**src/rtl/imem_loader.sv**
```systemverilog
// Purpose : fill instruction memory from a byte-wide host stream, holding the core until the image is in.
// Latency : mem_we pulses 1 cycle after the 4th byte of a word is accepted; done rises with the last write.
// Backpr. : in_ready is a decode of the registered state (1 while loading); in_valid gaps hold all state.
//
// Ports:
//   clk, rst            rising-edge clock, asynchronous active-low reset
//   start               one-cycle pulse arming a load (honoured in IDLE and DONE only)
//   in_data/in_valid/in_ready   byte stream: 2 header bytes (word count N, LE) then N*4 data bytes
//   mem_we/mem_addr/mem_wdata   instruction memory write port (byte address, LE 32-bit word)
//   core_hold           1 holds fetch/core in reset; 0 only once the image is complete
//   done                load complete
//   err                 header N exceeded DEPTH; excess words are drained, not written
//   words_written       words written in the current load (saturates at DEPTH)
module imem_loader #(
    parameter int DEPTH = 1024,
    parameter int CNT_W = 16
) (
    input  logic             clk,
    input  logic             rst,
    input  logic             start,
    input  logic [7:0]       in_data,
    input  logic             in_valid,
    output logic             in_ready,
    output logic             mem_we,
    output logic [31:0]      mem_addr,
    output logic [31:0]      mem_wdata,
    output logic             core_hold,
    output logic             done,
    output logic             err,
    output logic [CNT_W-1:0] words_written
);

    typedef enum logic [2:0] {
        S_IDLE  = 3'd0,
        S_HDR0  = 3'd1,
        S_HDR1  = 3'd2,
        S_DATA  = 3'd3,
        S_DRAIN = 3'd4,
        S_DONE  = 3'd5
    } state_t;

    localparam logic [31:0]      DEPTH_U = 32'(DEPTH);
    localparam logic [CNT_W-1:0] DEPTH_C = CNT_W'(DEPTH);

    state_t            state_q, state_d;
    logic [1:0]        lane_q, lane_d;
    logic [23:0]       part_q, part_d;     // bytes 0..2 of the word being assembled
    logic [CNT_W-1:0]  n_q, n_d;           // header word count
    logic [CNT_W-1:0]  ww_q, ww_d;
    logic [CNT_W-1:0]  rem_q, rem_d;       // words still to discard in DRAIN
    logic              err_q, err_d;
    logic              we_q, we_d;
    logic [31:0]       addr_q, addr_d;
    logic [31:0]       wdata_q, wdata_d;

    logic              accept;
    logic [15:0]       hdr_n;
    logic              hdr_zero;
    logic              hdr_over;
    logic [CNT_W-1:0]  ww_inc;
    logic              at_depth;
    logic              word_last;

    assign accept    = in_valid && in_ready;
    assign hdr_n     = {in_data, n_q[7:0]};
    assign hdr_zero  = (hdr_n == 16'd0);
    assign hdr_over  = (32'(hdr_n) > DEPTH_U);
    assign ww_inc    = ww_q + CNT_W'(1);
    assign at_depth  = (ww_inc == DEPTH_C);
    assign word_last = (ww_inc == n_q);

    // State register
    always_ff @(posedge clk or negedge rst) begin
        if (!rst) begin
            state_q <= S_IDLE;
        end else begin
            state_q <= state_d;
        end
    end

    // Next-state logic
    always_comb begin
        state_d = state_q;
        case (state_q)
            S_IDLE:  if (start) state_d = S_HDR0;
            S_HDR0:  if (accept) state_d = S_HDR1;
            S_HDR1:  if (accept) state_d = hdr_zero ? S_DONE : S_DATA;
            S_DATA: begin
                if (accept && lane_q == 2'd3) begin
                    // An oversized image stops writing at the last memory word.
                    if (err_q && at_depth) begin
                        state_d = S_DRAIN;
                    end else if (word_last) begin
                        state_d = S_DONE;
                    end
                end
            end
            S_DRAIN: begin
                if (accept && lane_q == 2'd3 && rem_q == CNT_W'(1)) begin
                    state_d = S_DONE;
                end
            end
            S_DONE:  if (start) state_d = S_HDR0;
            default: state_d = S_IDLE;
        endcase
    end

    // Outputs decoded from the registered state
    always_comb begin
        in_ready  = 1'b0;
        core_hold = 1'b1;
        done      = 1'b0;
        case (state_q)
            S_HDR0, S_HDR1, S_DATA, S_DRAIN: in_ready = 1'b1;
            S_DONE: begin
                core_hold = 1'b0;
                done      = 1'b1;
            end
            default: ;
        endcase
    end

    // Datapath next-state
    always_comb begin
        lane_d  = lane_q;
        part_d  = part_q;
        n_d     = n_q;
        ww_d    = ww_q;
        rem_d   = rem_q;
        err_d   = err_q;
        we_d    = 1'b0;
        addr_d  = addr_q;
        wdata_d = wdata_q;
        case (state_q)
            S_IDLE, S_DONE: begin
                if (start) begin
                    err_d  = 1'b0;
                    ww_d   = '0;
                    lane_d = 2'd0;
                end
            end
            S_HDR0: begin
                if (accept) n_d = CNT_W'(in_data);
            end
            S_HDR1: begin
                if (accept) begin
                    n_d    = CNT_W'(hdr_n);
                    err_d  = hdr_over;
                    lane_d = 2'd0;
                end
            end
            S_DATA: begin
                if (accept) begin
                    lane_d = lane_q + 2'd1;
                    case (lane_q)
                        2'd0: part_d[7:0]   = in_data;
                        2'd1: part_d[15:8]  = in_data;
                        2'd2: part_d[23:16] = in_data;
                        default: begin
                            wdata_d = {in_data, part_q};
                            addr_d  = 32'({ww_q, 2'b00});
                            we_d    = 1'b1;
                            ww_d    = ww_inc;
                            if (err_q && at_depth) rem_d = n_q - DEPTH_C;
                        end
                    endcase
                end
            end
            S_DRAIN: begin
                if (accept) begin
                    lane_d = lane_q + 2'd1;
                    if (lane_q == 2'd3) rem_d = rem_q - CNT_W'(1);
                end
            end
            default: ;
        endcase
    end

    always_ff @(posedge clk or negedge rst) begin
        if (!rst) begin
            lane_q  <= 2'd0;
            part_q  <= '0;
            n_q     <= '0;
            ww_q    <= '0;
            rem_q   <= '0;
            err_q   <= 1'b0;
            we_q    <= 1'b0;
            addr_q  <= '0;
            wdata_q <= '0;
        end else begin
            lane_q  <= lane_d;
            part_q  <= part_d;
            n_q     <= n_d;
            ww_q    <= ww_d;
            rem_q   <= rem_d;
            err_q   <= err_d;
            we_q    <= we_d;
            addr_q  <= addr_d;
            wdata_q <= wdata_d;
        end
    end

    assign mem_we        = we_q;
    assign mem_addr      = addr_q;
    assign mem_wdata     = wdata_q;
    assign err           = err_q;
    assign words_written = ww_q;

endmodule

```
**config.mk**
```make
export PLATFORM = sky130hd
export DESIGN_NAME = imem_loader
export DESIGN_NICKNAME = d
export VERILOG_FILES = /design/src/rtl/imem_loader.sv
export SDC_FILE = /design/constraint.sdc
export NUM_CORES = 1
export LEC_CHECK = 0
export ABC_AREA = 1
export CAP_MARGIN = 20
export CORE_UTILIZATION = 35
export DETAILED_ROUTE_END_ITERATION = 8
export PLACE_DENSITY = 0.62
export SLEW_MARGIN = 10
export SYNTH_ARGS = -nofsm -noshare
export SYNTH_HDL_FRONTEND = slang
export SYNTH_SLANG_ARGS = --single-unit
```
**constraint.sdc**
```tcl
create_clock -name clk -period 2.8 [get_ports clk]
set_clock_uncertainty 0.2 [all_clocks]
set_input_delay 0.56 -clock clk [delete_from_list [all_inputs] [get_ports clk]]
set_output_delay 0.56 -clock clk [all_outputs]
set_load 0.1 [all_outputs]
```
==> metrics.csv <==
stage,metric,value,unit
drt,first_pass_iters,8,
drt,drc,7,
place,io_buffers,80,
power_and_ir_drop,power_leakage,0.00401,µW
global_route,grt_max_degree,87,
synthesis,synth.yosys.seq_area_share,48.5,%
synthesis,synth_ff_type,dfrtp_1,
synthesis,yosysWarnings,0,
floorplan,start_util,36.1,%
layout,final_layout_size_suffix_gt1_share,17.7,%
floorplan,pin_count,97,
drt,viasPerCell,4.89,
min_path,hp-class,register to register,
worst_setup_path,regToRegStartpoint,words_written[2]$_DFFE_PN0P_,
layout,synthToLayoutAreaGrowth,23.5,%
synthesis,ys_ff_latch,127,
worst_setup_path,path_class,register to output port,
drt,wl_per_cell,14.9,µm
worst_setup_path,worst-path-buf-inv,3,
sta,tightest_slew,601,ps
layout,nets,939,
run_status,status,"complete, but fails checks",
drt,antenna_left,0,
worst_setup_path,critPathLaunchType,register,
sta,fin_tns_setup,0,ps
worst_setup_path,required,2040,ps
layout,layout_commonest_cell,nand2_1,
run_status,violations,design-rule violations,
worst_setup_path,critPathTopFamily,simple AND/OR/NAND/NOR gates,
worst_setup_path,path_cells,"inv_1, nor2_1, nand2_1, nand2_1, inv_1, nand2_1, buf_12",
sta,timing_hold_violations_final,0,
layout,stdcell_area,8090,µm²
clocking,cts_sinks,127,
synthesis,synth_area,6550,µm²
drt,drtIter0Drc,417,
worst_setup_path,crit_slowest_cell,dfrtp_1,
place,dp_hpwl,12.7,mm
global_route,track_usage,18.8,%
clocking,cts.path.max_buffers,2,
place,dpl_cell_area,7460,µm²
floorplan,rows,49,
clocking,cts_tree,built,
synthesis,yosysUniqueCellTypes,38,
global_route,grt_pass1_wl,28.4,mm
job,maxCapViolCount,0,
worst_setup_path,critPathMaxStageDelay,370,ps
worst_setup_path,critPathLaunch,state_q[0]$_DFFE_PN0P_,
synthesis,synth_cells,827,
layout,final_cell_mix,"259 x nand2_1, 125 x dfrtp_1, 81 x inv_1, 81 x buf_4, 80 x o21ai_0",
synthesis,synth-edff-count,0,
layout,antenna_cells,0,
clocking,clock_latency,420,ps
floorplan,die_x,139,µm
worst_setup_path,crit_fanout,4,
clocking,post-cts-setup-buffer-count,0,
global_route,grt-ovfl-total,0,
sta,report.final.slew_viol_count,0,
min_path,min_from,part_q[10]$_DFFE_PN0P_,
layout,nFillCells,1828,
clocking,clkTransAtPathRegs,50,ps
clocking,clockRootBuffer,clkbuf_16,
drt,vias,5676,
sta,period_share,92.7,%
synthesis,async_reset_ff_share,100,%
sta,rsz0062_at_grt,no,
sta,fin_hold_ws,267,ps
power_and_ir_drop,ir_drop,0.765,mV
synthesis,avgSynthCellArea,7.92,µm²
worst_setup_path,worstPathArrival,1840,ps
clocking,cts_buffers,17,
sta,setup_violations,0,
power_and_ir_drop,power_density,966,nW/µm²
floorplan,coreArea,18100,µm²
sta,max_clock_freq,385,MHz
clocking,htreeDepth,4,
place,gp_congestion,0.896,
worst_setup_path,cpMostUsedCell,nand2_1,
global_route,first_global_vias,5399,
floorplan,die-area,19300,µm²
sta,finalWorstPathRequiredPeriod,2600,ps
floorplan,die_h,139,µm
worst_setup_path,cp-end-kind,output port,
drt,finalWirelength,17.3,mm
global_route,antenna_found_initial,0,
sta,slew_headroom,59.8,%
registers in the layout (all words and copies together) (netlist names):
| register | flops |
|---|---|
| n_q | 16 |
| mem_we | 1 |
| words_written | 16 |
| part_q | 24 |
| rem_q | 16 |
| mem_addr | 16 |
| mem_wdata | 32 |
| err | 1 |
| state_q | 3 |
| lane_q | 2 |
power by group:
| group | total (µW) | leakage, µW | internal [µW] | switching (µW) |
|---|---|---|---|---|
| clock | 2260 | 0.000293 | 1450 | 815 |
| sequential | 2590 | 0.00165 | 2270 | 320 |
| combinational | 2960 | 0.00207 | 802 | 2160 |
| total | 7810 | 0.00401 | 4520 | 3300 |
worst paths after layout:
check                           slack [ps]  cells after the start                         to
worst min-delay path                   270                      2  mem_wdata[10]$_DFFE_PN0P_
max in group asynchronous             1340                      3        n_q[11]$_DFFE_PN0P_
min in group asynchronous              430                      2      part_q[4]$_DFFE_PN0P_
worst max register to register         220                     13      rem_q[12]$_DFFE_PN0P_
worst max-delay path                   200                      7                   in_ready
worst min register to register         270                      2  mem_wdata[10]$_DFFE_PN0P_
what timing repair did:
action,in CTS,in global routing
hold buffers,1,0
setup endpoints to repair,0,14
hold endpoints to repair,31,0
gates resized for setup,0,1
cells in the mapped netlist (5+ instances only):
cell      instances  area share, %
o21ai_0          80            6.1
nand2_1         260             15
nor2_1           53            3.0
clkbuf_1         14           0.80
buf_4            17            1.9
inv_1            81            4.6
a21oi_1          10           0.76
o21ai_2          18            2.4
o22ai_1          23            2.2
nand4_1          15            1.4
xor2_1            7           0.94
dfrtp_1         127             49
nor2_2            5           0.48
ha_1              9            1.7
nand3_1          59            4.5
nor2_4            5           0.86
kinds of logic (layout without fill, tap and decap cells):
kind of cell	Yosys count	in the layout	share of synthesized area, %
AO/OA/AOI/OAI	140	140	12.5
XOR/XNOR	10	10	1.34
adder cells (fa/ha/maj)	9	9	1.72
buffers and inverters	125	214	8.77
flip-flops	127	127	48.5
other	1	16	0.0572
AND/OR/NAND/NOR	415	415	27.2
metrics by stage:
step	power, µW	std cells	utilization [%]	setup WS (ps)
2_1_floorplan	4780	842	-	47.6
3_3_place_gp	5550	1127	41.1	190
3_5_place_dp	5570	1127	41.1	138
4_1_cts	7860	1160	44.6	178
5_1_grt	8260	1160	44.6	10.7
6_report	7810	1160	44.6	204
layout make-up:
class	count	area, µm²	share of cell area, %
Timing Repair Buffer	97	818	10.1
Inverter	85	319	3.94
Sequential cell	127	3180	39.3
Clock buffer	23	508	6.28
Tap cell	229	287	3.54
Multi-Input combinational cell	590	2870	35.5
Clock inverter	9	105	1.30
per-layer routing:
metal	track usage (%)	share of wire [%]	wire, µm
met5	0	0	0
met4	8.13	2.4	418
met3	3.76	5.4	931
met2	27.6	44	7620
met1	26.9	48	8370
worst min-delay path, stage by stage (launching register included):
cell     delay, ps
dfrtp_1        340
nand2_1         50
nand2_1         40
(Power assumes the default switching activity.)
